**src/rtl/spi_byte_engine.sv**
```systemverilog
// ---------------------------------------------------------------------------
// spi_byte_engine
//
// Hardware SPI mode-0 byte shifter for the SD/SPI port. One accepted START
// shifts a byte out on MOSI, MSB first. At the same time it shifts a byte in
// from MISO. SCK idles low. MOSI idles high.
//
// The received byte appears on RXDATA only when all eight bits are in. It then
// stays there for the bus read mux until the next transfer completes. The
// device select line belongs to the control-bit latch and is not handled here.
//
// Parameters
//   DIV   SCK half-period in CLK cycles (1..255)
//   CNTW  width of the half-period counter; must be able to hold DIV-1
//
// Ports
//   CLK     in   system clock, all state changes on the rising edge
//   nRESET  in   asynchronous active-low reset
//   START   in   transfer request, honoured only while BUSY is low
//   TXDATA  in   byte to send, captured on the accepted START edge
//   MISO    in   serial data from the selected device
//   SCK     out  SPI clock, idle low
//   MOSI    out  serial data to the device, idle high
//   RXDATA  out  last fully received byte
//   BUSY    out  high while a transfer is running
//   DONE    out  one-cycle pulse in the cycle BUSY falls
// ---------------------------------------------------------------------------
module spi_byte_engine #(
    parameter int DIV  = 2,
    parameter int CNTW = 8
) (
    input  logic       CLK,
    input  logic       nRESET,
    input  logic       START,
    input  logic [7:0] TXDATA,
    input  logic       MISO,
    output logic       SCK,
    output logic       MOSI,
    output logic [7:0] RXDATA,
    output logic       BUSY,
    output logic       DONE
);

    typedef enum logic [1:0] {
        IDLE = 2'd0,
        LOW  = 2'd1,
        HIGH = 2'd2
    } state_t;

    // Each SCK phase counts down from this value to zero. Every phase
    // therefore lasts exactly DIV cycles. With DIV=1 the reload is zero, so
    // the counter is never decremented and cannot underflow.
    localparam logic [CNTW-1:0] RELOAD = CNTW'(DIV - 1);

    state_t          state, state_nxt;
    logic [CNTW-1:0] hcnt, hcnt_nxt;
    logic [2:0]      bitcnt, bitcnt_nxt;
    logic [7:0]      tx, tx_nxt;
    logic [7:0]      rx, rx_nxt;
    logic            sck_nxt;
    logic            mosi_nxt;
    logic [7:0]      rxdata_nxt;
    logic            busy_nxt;
    logic            done_nxt;

    // State and output register. All outputs come straight from flops.
    // Reset returns the pins to their idle levels at once, so a transfer cut
    // short by reset leaves SCK low without waiting for a clock.
    always_ff @(posedge CLK or negedge nRESET) begin
        if (!nRESET) begin
            state  <= IDLE;
            hcnt   <= '0;
            bitcnt <= '0;
            tx     <= '0;
            rx     <= '0;
            SCK    <= 1'b0;
            MOSI   <= 1'b1;
            RXDATA <= 8'h00;
            BUSY   <= 1'b0;
            DONE   <= 1'b0;
        end else begin
            state  <= state_nxt;
            hcnt   <= hcnt_nxt;
            bitcnt <= bitcnt_nxt;
            tx     <= tx_nxt;
            rx     <= rx_nxt;
            SCK    <= sck_nxt;
            MOSI   <= mosi_nxt;
            RXDATA <= rxdata_nxt;
            BUSY   <= busy_nxt;
            DONE   <= done_nxt;
        end
    end

    // Next-state and next-output logic.
    //
    // tx is a left-shifting copy of the byte being sent. tx[7] is already on
    // MOSI, so on each SCK fall the next bit to present is tx[6]. MOSI only
    // changes at the start and on SCK falls, which keeps it stable across
    // every rising edge.
    //
    // MISO is sampled on the same edge that raises SCK. The device therefore
    // had the whole low half-period to settle its bit.
    //
    // DONE is a single-cycle pulse because it defaults to zero every cycle.
    always_comb begin
        state_nxt  = state;
        hcnt_nxt   = hcnt;
        bitcnt_nxt = bitcnt;
        tx_nxt     = tx;
        rx_nxt     = rx;
        sck_nxt    = SCK;
        mosi_nxt   = MOSI;
        rxdata_nxt = RXDATA;
        busy_nxt   = BUSY;
        done_nxt   = 1'b0;

        case (state)
            IDLE: begin
                if (START) begin
                    tx_nxt     = TXDATA;
                    mosi_nxt   = TXDATA[7];
                    sck_nxt    = 1'b0;
                    busy_nxt   = 1'b1;
                    hcnt_nxt   = RELOAD;
                    bitcnt_nxt = 3'd0;
                    state_nxt  = LOW;
                end
            end

            LOW: begin
                if (hcnt != '0) begin
                    hcnt_nxt = hcnt - CNTW'(1);
                end else begin
                    sck_nxt   = 1'b1;
                    rx_nxt    = {rx[6:0], MISO};
                    hcnt_nxt  = RELOAD;
                    state_nxt = HIGH;
                end
            end

            HIGH: begin
                if (hcnt != '0) begin
                    hcnt_nxt = hcnt - CNTW'(1);
                end else if (bitcnt != 3'd7) begin
                    sck_nxt    = 1'b0;
                    mosi_nxt   = tx[6];
                    tx_nxt     = {tx[6:0], 1'b0};
                    bitcnt_nxt = bitcnt + 3'd1;
                    hcnt_nxt   = RELOAD;
                    state_nxt  = LOW;
                end else begin
                    // rx already holds all eight samples here, because the
                    // last sample was taken on the preceding SCK rise.
                    sck_nxt    = 1'b0;
                    mosi_nxt   = 1'b1;
                    busy_nxt   = 1'b0;
                    done_nxt   = 1'b1;
                    rxdata_nxt = rx;
                    state_nxt  = IDLE;
                end
            end

            default: begin
                state_nxt = IDLE;
            end
        endcase
    end

endmodule

```
**config.mk**
```make
export PLATFORM = sky130hd
export DESIGN_NAME = spi_byte_engine
export DESIGN_NICKNAME = d
export VERILOG_FILES = /design/src/rtl/spi_byte_engine.sv
export SDC_FILE = /design/constraint.sdc
export NUM_CORES = 1
export LEC_CHECK = 0
export BUFFER_PORTS_ARGS = -buffer_cell sky130_fd_sc_hd__clkbuf_2
export CAP_MARGIN = 20
export CORE_UTILIZATION = 50
export CTS_CLUSTER_SIZE = 28
export DETAILED_ROUTE_END_ITERATION = 12
export PLACE_DENSITY = 0.67
export SLEW_MARGIN = 20
export SYNTH_ARGS = -nofsm -noshare
export SYNTH_HDL_FRONTEND = slang
export SYNTH_SLANG_ARGS = --single-unit
```
**constraint.sdc**
```tcl
create_clock -name CLK -period 4.5 [get_ports CLK]
set_clock_uncertainty 0.15 [all_clocks]
set_input_delay 0.45 -clock CLK [delete_from_list [all_inputs] [get_ports CLK]]
set_output_delay 0.45 -clock CLK [all_outputs]
set_load 0.05 [all_outputs]
```
Word level (Yosys, flattened, before mapping)

Index checks and enable logic that the tools add are counted.

Output and inout port bits: 12
Register bits: 40
Word-level logic and storage cells: 68
Input port bits: 12

Eq/ne operators: 9
Reductions and logical operators: 12
Multiplexer cells: 33
$add $sub $neg: 2
Bitwise gates (word level): 2

Operator list:

| cell                                                                  | number |
|---|---|
| 8-bit two-way mux                                                     | 4 |
| 8-bit case mux with 3 select lines                                    | 1 |
| 7-bit two-way mux                                                     | 3 |
| 7-bit case mux with 2 select lines                                    | 1 |
| 1-bit two-way mux                                                     | 13 |
| 3-bit AND reduction                                                   | 4 |
| 4-bit AND reduction                                                   | 3 |
| 2-bit inequality test, second input constant                          | 5 |
| 3-bit two-way mux                                                     | 3 |
| 8-bit nonzero test                                                    | 1 |
| 8-bit by 1-bit subtractor with 8-bit output, second input constant    | 1 |
| 2-bit two-way mux                                                     | 3 |
| 3-bit inequality test, second input constant                          | 2 |
| 2-bit case mux with 3 select lines                                    | 1 |
| 3-bit case mux with 2 select lines                                    | 1 |
| 1-bit case mux with 2 select lines                                    | 2 |
| 3-bit by 1-bit adder with 3-bit output, second input constant         | 1 |
| 1-bit case mux with 3 select lines                                    | 1 |
| 3-bit nonzero test                                                    | 1 |
| 2-bit by 1-bit equality test with 1-bit output, second input constant | 1 |
| 2-bit equality test, second input constant                            | 1 |
| 2-bit logical NOT                                                     | 1 |
| 1-bit NOT                                                             | 2 |
| 2-bit AND reduction                                                   | 1 |
| 2-bit nonzero test                                                    | 1 |

Logic depth before layout (Yosys ltp)

Gate-level depths: netlist of the first run.

Depth after elaboration: 4
Depth in mapped cells: 7
Depth with buffers taken out: 6

Worst setup path after synthesis of the first run

Ideal clock, no wire load.

Kind: flip-flop to flip-flop
From: register state[0]
To: register hcnt[7]
Clock period less this slack: 2.030 ns
Setup time: 0.079 ns
Path buffers: 0
Stages on the path, launching flop included: 7
Required time: 4.271 ns
Slack: 2.470 ns
Arrival time: 1.801 ns
Path through: dfrtp_1 > inv_1 > ha_1 > or2b_2 > or2b_2 > or4b_1 > mux2i_1

Longest elaborated chain between the ends: 3
Elaborated cells on any way between the ends: 8
Classes of those cells: 4 x eq/ne; 1 x mux; 3 x reduce/logical

RTL lines:

| item                                                          | line | RTL |
|---|---|---|
| start, declared                                               | 55   | `state_t state, state_nxt;` |
| start signal, assigned                                        | 82   | `state <= state_nxt;` |
| 2-bit equality test, or another cell as far along             | 118  | `case (state)` |
| 3-bit inequality test (no line), or another cell as far along | --   |  |
| 3-bit AND reduction (no line)                                 | --   |  |
| end signal, assigned                                          | 83   | `hcnt <= hcnt_nxt;` |
| end, declared                                                 | 56   | `logic [CNTW-1:0] hcnt, hcnt_nxt;` |

Parallel ways exist; a longest one is shown, timed or not.
A chain may end at the register's enable or synchronous reset.

Final worst setup path of the first run

From: register state[1]
To: register tx[4]

Longest elaborated chain between the ends: 3
Elaborated cells on any way between the ends: 8
Classes of those cells: 4 x eq/ne; 1 x mux; 3 x reduce/logical

RTL lines:

| item                                                                         | line | RTL |
|---|---|---|
| 2-bit equality test / 2-bit logical NOT (equally long branches)              | 118  |  |
| 2-bit inequality test (no line) / 2-bit nonzero test (equally long branches) | --   |  |
| 4-bit AND reduction (no line)                                                | --   |  |
| end signal, assigned                                                         | 85   | `tx <= tx_nxt;` |
| end, declared                                                                | 58   | `logic [7:0] tx, tx_nxt;` |

Parallel ways exist; a longest one is shown, timed or not.

==> out/results.ini, run 1 <==
[logic_synthesis]
synth_compound_gate_area_share=0.127
synthSimpleGateAreaFrac=0.152
yosys-mux-area-fraction=0.109
yosysSeqAreaShare=0.515
synth_top_area_frac=0.502
yosysWarnings=0
synthDistinctLibCells=38
synth_top_family_by_area=simple AND/OR/NAND/NOR gates
synth_seq_cells=40
synth_fa_ha_area_frac=0.0579
synth_edf_count=0
yosys.area.top_type=dfrtp_1
synth_area_leaders=dfrtp_1, mux2_2, ha_1
synth_flop_cell=dfrtp_1
yosysMostFrequentCell=dfrtp_1
avgSynthCellArea_um2=12.1
synth_nets=182
syn-cell-area_um2=1940
synth_common_cells=dfrtp_1, mux2_2, ha_1
synth-xor-area-share=0.00901
postSynth.asyncResetShare=1.00
syn_inst=161

[worst_setup_path]
r2r_slack_ns=2.23
crit_path_max_fanout=9
critPathKind=reg -> reg
end_kind=register
cp-start-kind=register
cp_data_arrival_time_ns=2.35
required_ns=4.58

[finish]
drive_above_1_share=0.374
multi_input_area_um2=883
register_area_um2=1000
syn2layout_area_growth_pct=13.3
fillers=335
antenna_cells=0
fin_nets=207
final_cells=235

[place]
hpwlAfterDp_um=2520
place.gp.congestion=0.775
port_buffers=23
place_inst=227

[run_status]
status=completed

[sta]
fin_crit_sh=0.505
relSlewSlack=0.419
slew_viol_final=0
post-route-min-period_ns=2.27
setup_tns_ns=0
worst_pin_slew_ns=0.871
setup_viol=0
max_freq_mhz=440
finalHoldViolCount=0
rsz0062_at_grt=no
timing.hold.ws_ns=0.118

[worst_hold_path]
hold_path.class=in -> async

[clock_network]
cts_sinks=40
htreeDepth=2
cts_post_setup_buffers_inserted=0
cts_tree=built
cts_hold_buf=0
cts_buffers=5
clock_latency_ns=0.29
cts.clk_slew.worst_paths_ns=0.08
cts_root_buffer=clkbuf_8
cts_resized=0
cts_buffer_depth=2

[drt]
drc=0
wl_per_cell_um=15.2
vias=1343
dr.pass1.iters=5
routed_wl_um=3570
vias_per_cell=5.71
ant_nets=0
drtIter0Drc=72

[global_route]
grt_max_degree=41
antenna_found_initial=0
grt_usage=0.202
grt_overflow_total=0
grt_pass1_wl_um=6310
grt_pass1_vias=1372

[run]
cap_violations=0

[die]
start_util=0.527
ios=24
die_w_um=64.4
coreArea_um2=3690
die_area_um2=4140
num_rows=22
die_y_um=64.4

[power_and_ir_drop]
powerDensity_nw_per_um2=682
total_power_uw=1500
p_leak_uw=0.00101
max-vdd-ir-drop_mv=0.326

power breakdown:
group	switching [µW]	internal, µW	total (µW)
combinational	335	289	624
clock	126	164	290
sequential	97.1	490	587
layout make-up:
class,count,area share
Sequential cell,40,0.455
Multi-Input combinational cell,108,0.401
Timing Repair Buffer,23,0.0523
Clock buffer,5,0.0313
Tap cell,48,0.0273
Clock inverter,3,0.0193
Inverter,8,0.0136
per-layer routing:
metal,vias to the layer above,track usage,wire length [µm]
met5,-,0,0
met4,0,0.0889,34
met3,4,0.0393,125
met2,24,0.332,1720
met1,681,0.257,1680
li1,634,-,-
final timing paths:
kind	from	endpoint	depth (start not counted)
max	state[1]	tx[4]	6
max reg2reg	state[1]	tx[4]	6
min in group CLK	MISO	rx[0]	2
min	nRESET	hcnt[5]	1
max in group asynchronous	nRESET	bitcnt[0]	1
min reg2reg	bitcnt[0]	bitcnt[0]	1
worst max-delay path, cell delays in order (launching register included):
cell	delay, ns
dfrtp_1	0.42
inv_1	0.12
ha_1	0.30
or2b_2	0.36
nand4_1	0.15
or2_0	0.43
o221a_2	0.28
logic make-up after synthesis:
kind of cell             after synthesis
buffers and inverters                 13
XOR/XNOR                               2
flip-flops                            40
multiplexers                          19
adder cells (fa/ha/maj)                9
AND/OR/NAND/NOR                       47
AO/OA/AOI/OAI                         31
per-stage QoR:
step | cell area, µm² | setup WS [ns] | util
3_3_place_gp | 2090 | 2.32 | 0.567
3_5_place_dp | 2090 | 2.26 | 0.567
4_1_cts | 2200 | 2.21 | 0.597
2_1_floorplan | 1940 | 2.47 | -
6_report | 2200 | 2.23 | 0.597
5_1_grt | 2200 | 2.06 | 0.597
cells in the final DEF (no fill, tap or decap), drive strengths merged, types with 3 or more instances in the layout:
cell / instances
or2: 8
o2bb2ai: 3
o21ai: 4
mux2: 17
ha: 9
dfrtp: 39
nand2: 7
a31oi: 3
inv: 8
a31o: 3
nand3: 5
nor2b: 3
a21oi: 3
o221a: 6
nor2: 8
clkbuf: 27
o211ai: 3
a22o: 3
nand4: 3
sequential cells by signal (all words and copies together) (netlist names), 2 cells and up:
name / cells
tx: 7
hcnt: 8
rx: 8
state: 2
bitcnt: 3
RXDATA: 8
Note: power is estimated with default switching activity, not from simulation.
==> inputs of run 2 (changes only) <==
--- a/config.mk
+++ b/config.mk
@@ -10,7 +10,7 @@
 export CORE_UTILIZATION = 50
 export CTS_CLUSTER_SIZE = 28
 export DETAILED_ROUTE_END_ITERATION = 12
-export PLACE_DENSITY = 0.67
+export PLACE_DENSITY = 0.7
 export SLEW_MARGIN = 20
 export SYNTH_ARGS = -nofsm -noshare
 export SYNTH_HDL_FRONTEND = slang
==> constraint.sdc (replaced) <==
create_clock -name CLK -period 2 [get_ports CLK]
set_clock_uncertainty 0.15 [all_clocks]
set_input_delay 0.2 -clock CLK [delete_from_list [all_inputs] [get_ports CLK]]
set_output_delay 0.2 -clock CLK [all_outputs]
set_load 0.05 [all_outputs]
==> run 2 against run 1 <==
Compared with the run above:
- clock power grew 140%
- non-clock buffer count up 29
- total power rose to 2.6 times the previous value
- largest cell class unchanged
- wire length rose by 16%
- critical path type unchanged
- combinational power grew to 3.0 times the previous value
- via count grew 10%
- largest power group unchanged
- utilization up 7.9 points
- setup slack lost 2.2 ns
- critical path depth down 2
==> out/results.ini, run 2 (synthesis results as in run 1) <==
[drt]
vias_per_cell=5.60  ; -2.1%
drtIter0Drc=77  ; +6.9%
dr.pass1.iters=5  ; unchanged
drc=0  ; unchanged
routed_wl_um=4130  ; +16%
wl_per_cell_um=15.6  ; +2.7%
ant_nets=0  ; unchanged
vias=1483  ; +10%

[power_and_ir_drop]
powerDensity_nw_per_um2=1570  ; +130%
p_clk_frac=0.180  ; -0.013
p_comb_frac=0.479  ; +0.063
max-vdd-ir-drop_mv=0.808  ; +150%
swShare=0.361  ; -0.0101
p_leak_uw=0.00116  ; +14%
power_switching_uw=1410  ; +150%
seqPwrFrac=0.341  ; -0.050
intPower_uw=2500  ; +160%

[sta]
setup_tns_ns=0  ; unchanged
slew_viol_final=0  ; unchanged
relSlewSlack=0.498  ; +0.0785
fin_crit_sh=1.00  ; +0.494
worst_pin_slew_ns=0.754  ; -0.118 ns
rsz0062_at_grt=yes
timing.hold.ws_ns=0.0947  ; -0.0236 ns
max_freq_mhz=500  ; +14%
finalHoldViolCount=0  ; unchanged
setup_viol=0  ; unchanged
post-route-min-period_ns=2.00  ; -0.274 ns

[finish]
final_common_cell=dfrtp_1
antenna_cells=0  ; unchanged
final_cell_mix=dfrtp_1, buf_4, clkbuf_2, mux2_2, nor2_1
final_util=0.676  ; +0.0794
syn2layout_area_growth_pct=28.3
largestRegisters=RXDATA: 8 flops, hcnt: 8 flops, rx: 8 flops
drive_above_1_share=0.498  ; +0.123
fin_area_um2=2490  ; +13%
fillers=295  ; -12%
fin_nets=237  ; +14%

[die]
start_util=0.527  ; unchanged
num_rows=22  ; unchanged
die_w_um=64.4  ; unchanged
die_area_um2=4140  ; unchanged
die_y_um=64.4  ; unchanged
coreArea_um2=3690  ; unchanged
ios=24  ; unchanged

[global_route]
grt_usage=0.221  ; +0.0192
antenna_found_initial=0  ; unchanged
grt_pass1_vias=1524  ; +11%
grt_pass1_wl_um=6780  ; +7.4%
grt_overflow_total=0  ; unchanged
grt_max_degree=32  ; -22%

[worst_setup_path]
cp_data_arrival_time_ns=2.07  ; -0.28 ns
required_ns=2.07  ; -2.51 ns
crit_path_max_fanout=3  ; -6
cp-start-kind=register
critPathKind=reg -> reg
end_kind=register
r2r_slack_ns=0.0007  ; -2.23 ns

[clock_network]
cts_buffer_depth=2  ; unchanged
cts.clk_slew.worst_paths_ns=0.08  ; about the same
cts_sinks=40  ; unchanged
clock_latency_ns=0.30  ; about the same
htreeDepth=2  ; unchanged
cts_buffers=5  ; unchanged
cts_root_buffer=clkbuf_8
cts_tree=built

[place]
dpl_cell_area_um2=2270  ; +8.7%
place.gp.congestion=0.849  ; +9.6%
port_buffers=23  ; unchanged
hpwlAfterDp_um=2840  ; +13%

[run_status]
status=completed

[run]
cap_violations=0  ; unchanged

[worst_hold_path]
hold_path.class=in -> reg

[run 2: changes by cell type in the layout (fill, tap and decap cells not counted), moves of 3 or more]
cell / delta
buf_4: +26
inv_1: -4
inv_2: +4
dlygate4sd3_1: +3
ha_1: -3
[run 2: layout make-up]
type | instances | area (µm²) | share of cell area
clock inverter | 2 | 38.8 | 0.0155
multi-input combinational | 109 | 940 | 0.377
inverter | 8 | 30.0 | 0.0120
clock buffer | 6 | 82.6 | 0.0331
tap | 48 | 60.1 | 0.0241
timing repair buffer | 52 | 340 | 0.136
sequential | 40 | 1000 | 0.402
[run 2: worst paths after layout]
kind | to | startpoint | cells past startpoint
worst min register to register | RXDATA[6] | RXDATA[6] | 1
worst max register to register | hcnt[7] | hcnt[1] | 4
min in group asynchronous | hcnt[3] | nRESET | 2
worst max-delay path | hcnt[7] | hcnt[1] | 4
max in group asynchronous | rx[1] | nRESET | 3
worst min-delay path | tx[6] | TXDATA[6] | 3
[run 2: per-stage QoR]
step | std cells | power (µW) | worst slack [ns]
3_3_place_gp | 251 | 2970 | 0.0538
5_1_grt | 265 | 4160 | -0.100
4_1_cts | 262 | 3790 | 0.00492
3_5_place_dp | 251 | 3060 | -0.0473
6_report | 265 | 3910 | 0.000722
2_1_floorplan | 161 | 2460 | 0.0190
[run 2: layer usage]
layer,track usage,vias up,wire [µm]
met4,0.0889,0,92
met2,0.372,32,2120
met3,0.0643,10,148
met5,0,-,0
met1,0.263,745,1770
li1,-,696,-
[run 2: worst max-delay path, cell delays in order, from the launching register on]
cell     delay [ns]
dfrtp_1        0.42
or3_4          0.40
or3b_1         0.36
or4b_1         0.46
mux2i_1        0.13
[run 2: power by group through the flow]
stage	clock (µW)	sequential [µW]	combinational [µW]
global route	749	1370	2040
CTS	718	1320	1760
finish	703	1330	1870
detailed placement	0	1330	1730
global placement	0	1310	1660
floorplan	0	1370	1090
[run 2: what timing repair did]
| action | 4_1_cts | 5_1_grt |
|---|---|---|
| endpoints found under the setup margin | 10 | 10 |
| hold buffers | 3 | 0 |
| endpoints found under the hold margin | 31 | 0 |
| cloned | 0 | 1 |
| pin swaps | 1 | 2 |
| gates resized for setup | 2 | 15 |
| buffers inserted | 0 | 2 |
==> inputs of run 3 (changes only) <==
--- a/config.mk
+++ b/config.mk
@@ -5,12 +5,15 @@
 export SDC_FILE = /design/constraint.sdc
 export NUM_CORES = 1
 export LEC_CHECK = 0
+export ABC_CLOCK_PERIOD_IN_PS = 2000
 export BUFFER_PORTS_ARGS = -buffer_cell sky130_fd_sc_hd__clkbuf_2
 export CAP_MARGIN = 20
-export CORE_UTILIZATION = 50
+export CELL_PAD_IN_SITES_DETAIL_PLACEMENT = 0
+export CELL_PAD_IN_SITES_GLOBAL_PLACEMENT = 2
+export CORE_UTILIZATION = 35
 export CTS_CLUSTER_SIZE = 28
 export DETAILED_ROUTE_END_ITERATION = 12
-export PLACE_DENSITY = 0.7
+export PLACE_DENSITY = 0.72
 export SLEW_MARGIN = 20
 export SYNTH_ARGS = -nofsm -noshare
 export SYNTH_HDL_FRONTEND = slang
==> run 3 against run 2 <==
Compared with the run above:
- cell area increased by 2.8%
- die area increased by 41%
- flip-flop and latch count unchanged
- first-iteration DRC count increased by 10%
- critical path type unchanged
- largest power group unchanged
- highest routed layer unchanged
==> out/results.ini, run 3 (synthesis results as in run 1) <==
[worst_hold_path]
hold_depth=3  ; unchanged
hold_path.class=in -> reg

[place]
place.gp.congestion=0.806  ; -5.0%
hpwlAfterDp_um=3130  ; +10%
dp_slack_ns=-0.0457  ; +0.00163 ns
port_buffers=23  ; unchanged
dpl_cell_area_um2=2320  ; +1.9%

[finish]
register_area_um2=1000  ; unchanged
fin_area_um2=2560  ; +2.8%
final_cell_mix=dfrtp_1, buf_4, clkbuf_2, mux2_2, nor2_1
antenna_cells=0  ; unchanged
syn2layout_area_growth_pct=31.9
final_util=0.489  ; -0.187
final_common_cell=dfrtp_1
drive_above_1_share=0.518  ; +0.0202
multi_input_area_um2=918  ; -2.3%
fin_nets=244  ; +3.0%
fillers=501  ; +70%
largestRegisters=RXDATA: 8 flops, hcnt: 8 flops, rx: 8 flops

[worst_setup_path]
crit_path_max_fanout=3  ; unchanged
critPathSlowestCell=or4b_1
r2r_slack_ns=0.01  ; about the same
cp-start-kind=register
required_ns=2.07  ; about the same
cp_data_arrival_time_ns=2.06  ; about the same
slowest_delay_ns=0.47  ; about the same
crit_chain=or3_4 > or3b_1 > or4b_1 > mux2i_1
critPathKind=reg -> reg
reg2reg_depth=4  ; unchanged
end_kind=register
cp_top_family=simple AND/OR/NAND/NOR gates
critical_path_depth=4  ; unchanged
critPathBufInv=0  ; unchanged

[sta]
fin_ws_ns=0.00992  ; +0.00920 ns
fin_crit_sh=0.995  ; -0.00460
worst_pin_slew_ns=0.702  ; -0.0520 ns
max_freq_mhz=502  ; +0.46%
post-route-min-period_ns=1.99  ; -0.00920 ns
finalHoldViolCount=0  ; unchanged
slew_viol_final=0  ; unchanged
rsz0062_at_grt=yes
relSlewSlack=0.532  ; +0.0347
setup_viol=0  ; unchanged

[clock_network]
htreeDepth=2  ; unchanged
cts_buffers=5  ; unchanged
cts_tree=built
cts_buffer_depth=2  ; unchanged
clock_latency_ns=0.30  ; about the same
cts_sinks=40  ; unchanged
cts.clk_slew.worst_paths_ns=0.09  ; about the same
cts_root_buffer=clkbuf_8

[global_route]
grt_max_degree=28  ; -13%
grt_overflow_total=0  ; unchanged
grt_usage=0.167  ; -0.0537
grt_pass1_vias=1533  ; +0.59%
antenna_found_initial=0  ; unchanged
grt_pass1_wl_um=7680  ; +13%

[die]
num_rows=26  ; +18%
coreArea_um2=5240  ; +42%
die_area_um2=5860  ; +41%
ios=24  ; unchanged
die_y_um=76.5  ; +19%
die_w_um=76.5  ; +19%
start_util=0.371  ; -0.156

[drt]
vias=1458  ; -1.7%
drtIter0Drc=85  ; +10%
vias_per_cell=4.96  ; -11%
drc=0  ; unchanged
routed_wl_um=4370  ; +5.7%
wl_per_cell_um=14.9  ; -4.7%
dr.pass1.iters=4  ; -1
ant_nets=0  ; unchanged

[power_and_ir_drop]
max-vdd-ir-drop_mv=0.658  ; -19%
p_leak_uw=0.00119  ; +3.1%
powerDensity_nw_per_um2=1510  ; -3.5%

[run_status]
status=completed

[run]
cap_violations=0  ; unchanged

## run 3: changes by cell type in the layout (fill, tap and decap cells not counted), sizes merged
cell | previous run | this run
buf | 26 | 34
clkbuf | 29 | 28
clkinv | 1 | 2
or2 | 9 | 8
## run 3: layout make-up
cell class / count / share of cell area
clock buffers: 5 / 0.0268
clock inverters: 3 / 0.0185
inverters: 8 / 0.0117
multi-input cells: 108 / 0.358
flip-flops and latches: 40 / 0.391
well taps: 70 / 0.0342
repair buffers: 60 / 0.159
## run 3: power by group
part / switching, µW / internal [µW] / total [µW]
logic: 891 / 986 / 1880
registers: 216 / 1100 / 1320
clock network: 304 / 376 / 680
## run 3: through the flow
stage,TNS (ns),std cells,hold slack (ns),total power [µW]
after global routing,-0.403,294,0.109,4190
final,0,294,0.100,3880
after detailed placement,-0.306,275,0.141,3080
after floorplan,0,161,-0.246,2460
after global placement,0,275,0.127,3020
after CTS,0,289,0.0951,3790
## run 3: worst paths after layout
kind | from | to
max | hcnt[1] | hcnt[7]
min | TXDATA[0] | tx[0]
max reg2reg | hcnt[1] | hcnt[7]
min reg2reg | bitcnt[0] | bitcnt[0]
max in group asynchronous | nRESET | rx[2]
min in group asynchronous | nRESET | hcnt[4]
## run 3: layer usage
metal	up-vias	track usage	share of wire
met5	-	0	0
li1	712	-	-
met2	33	0.254	0.47
met1	708	0.237	0.48
met3	5	0.0395	0.041
met4	0	0.0442	0.0092
## run 3: what timing repair did
item | 4_1_cts | 5_1_grt
hold buffers | 3 | 0
gates cloned | 1 | 0
buffers inserted | 2 | 5
gates resized for setup | 3 | 14
setup endpoints to repair | 16 | 26
hold endpoints to repair | 26 | 0
pin swaps | 2 | 1
## run 3: tightest hold or removal path, stage by stage
cell and delay, ns:
clkbuf_2 0.08, a31oi_1 0.06, o211ai_1 0.16
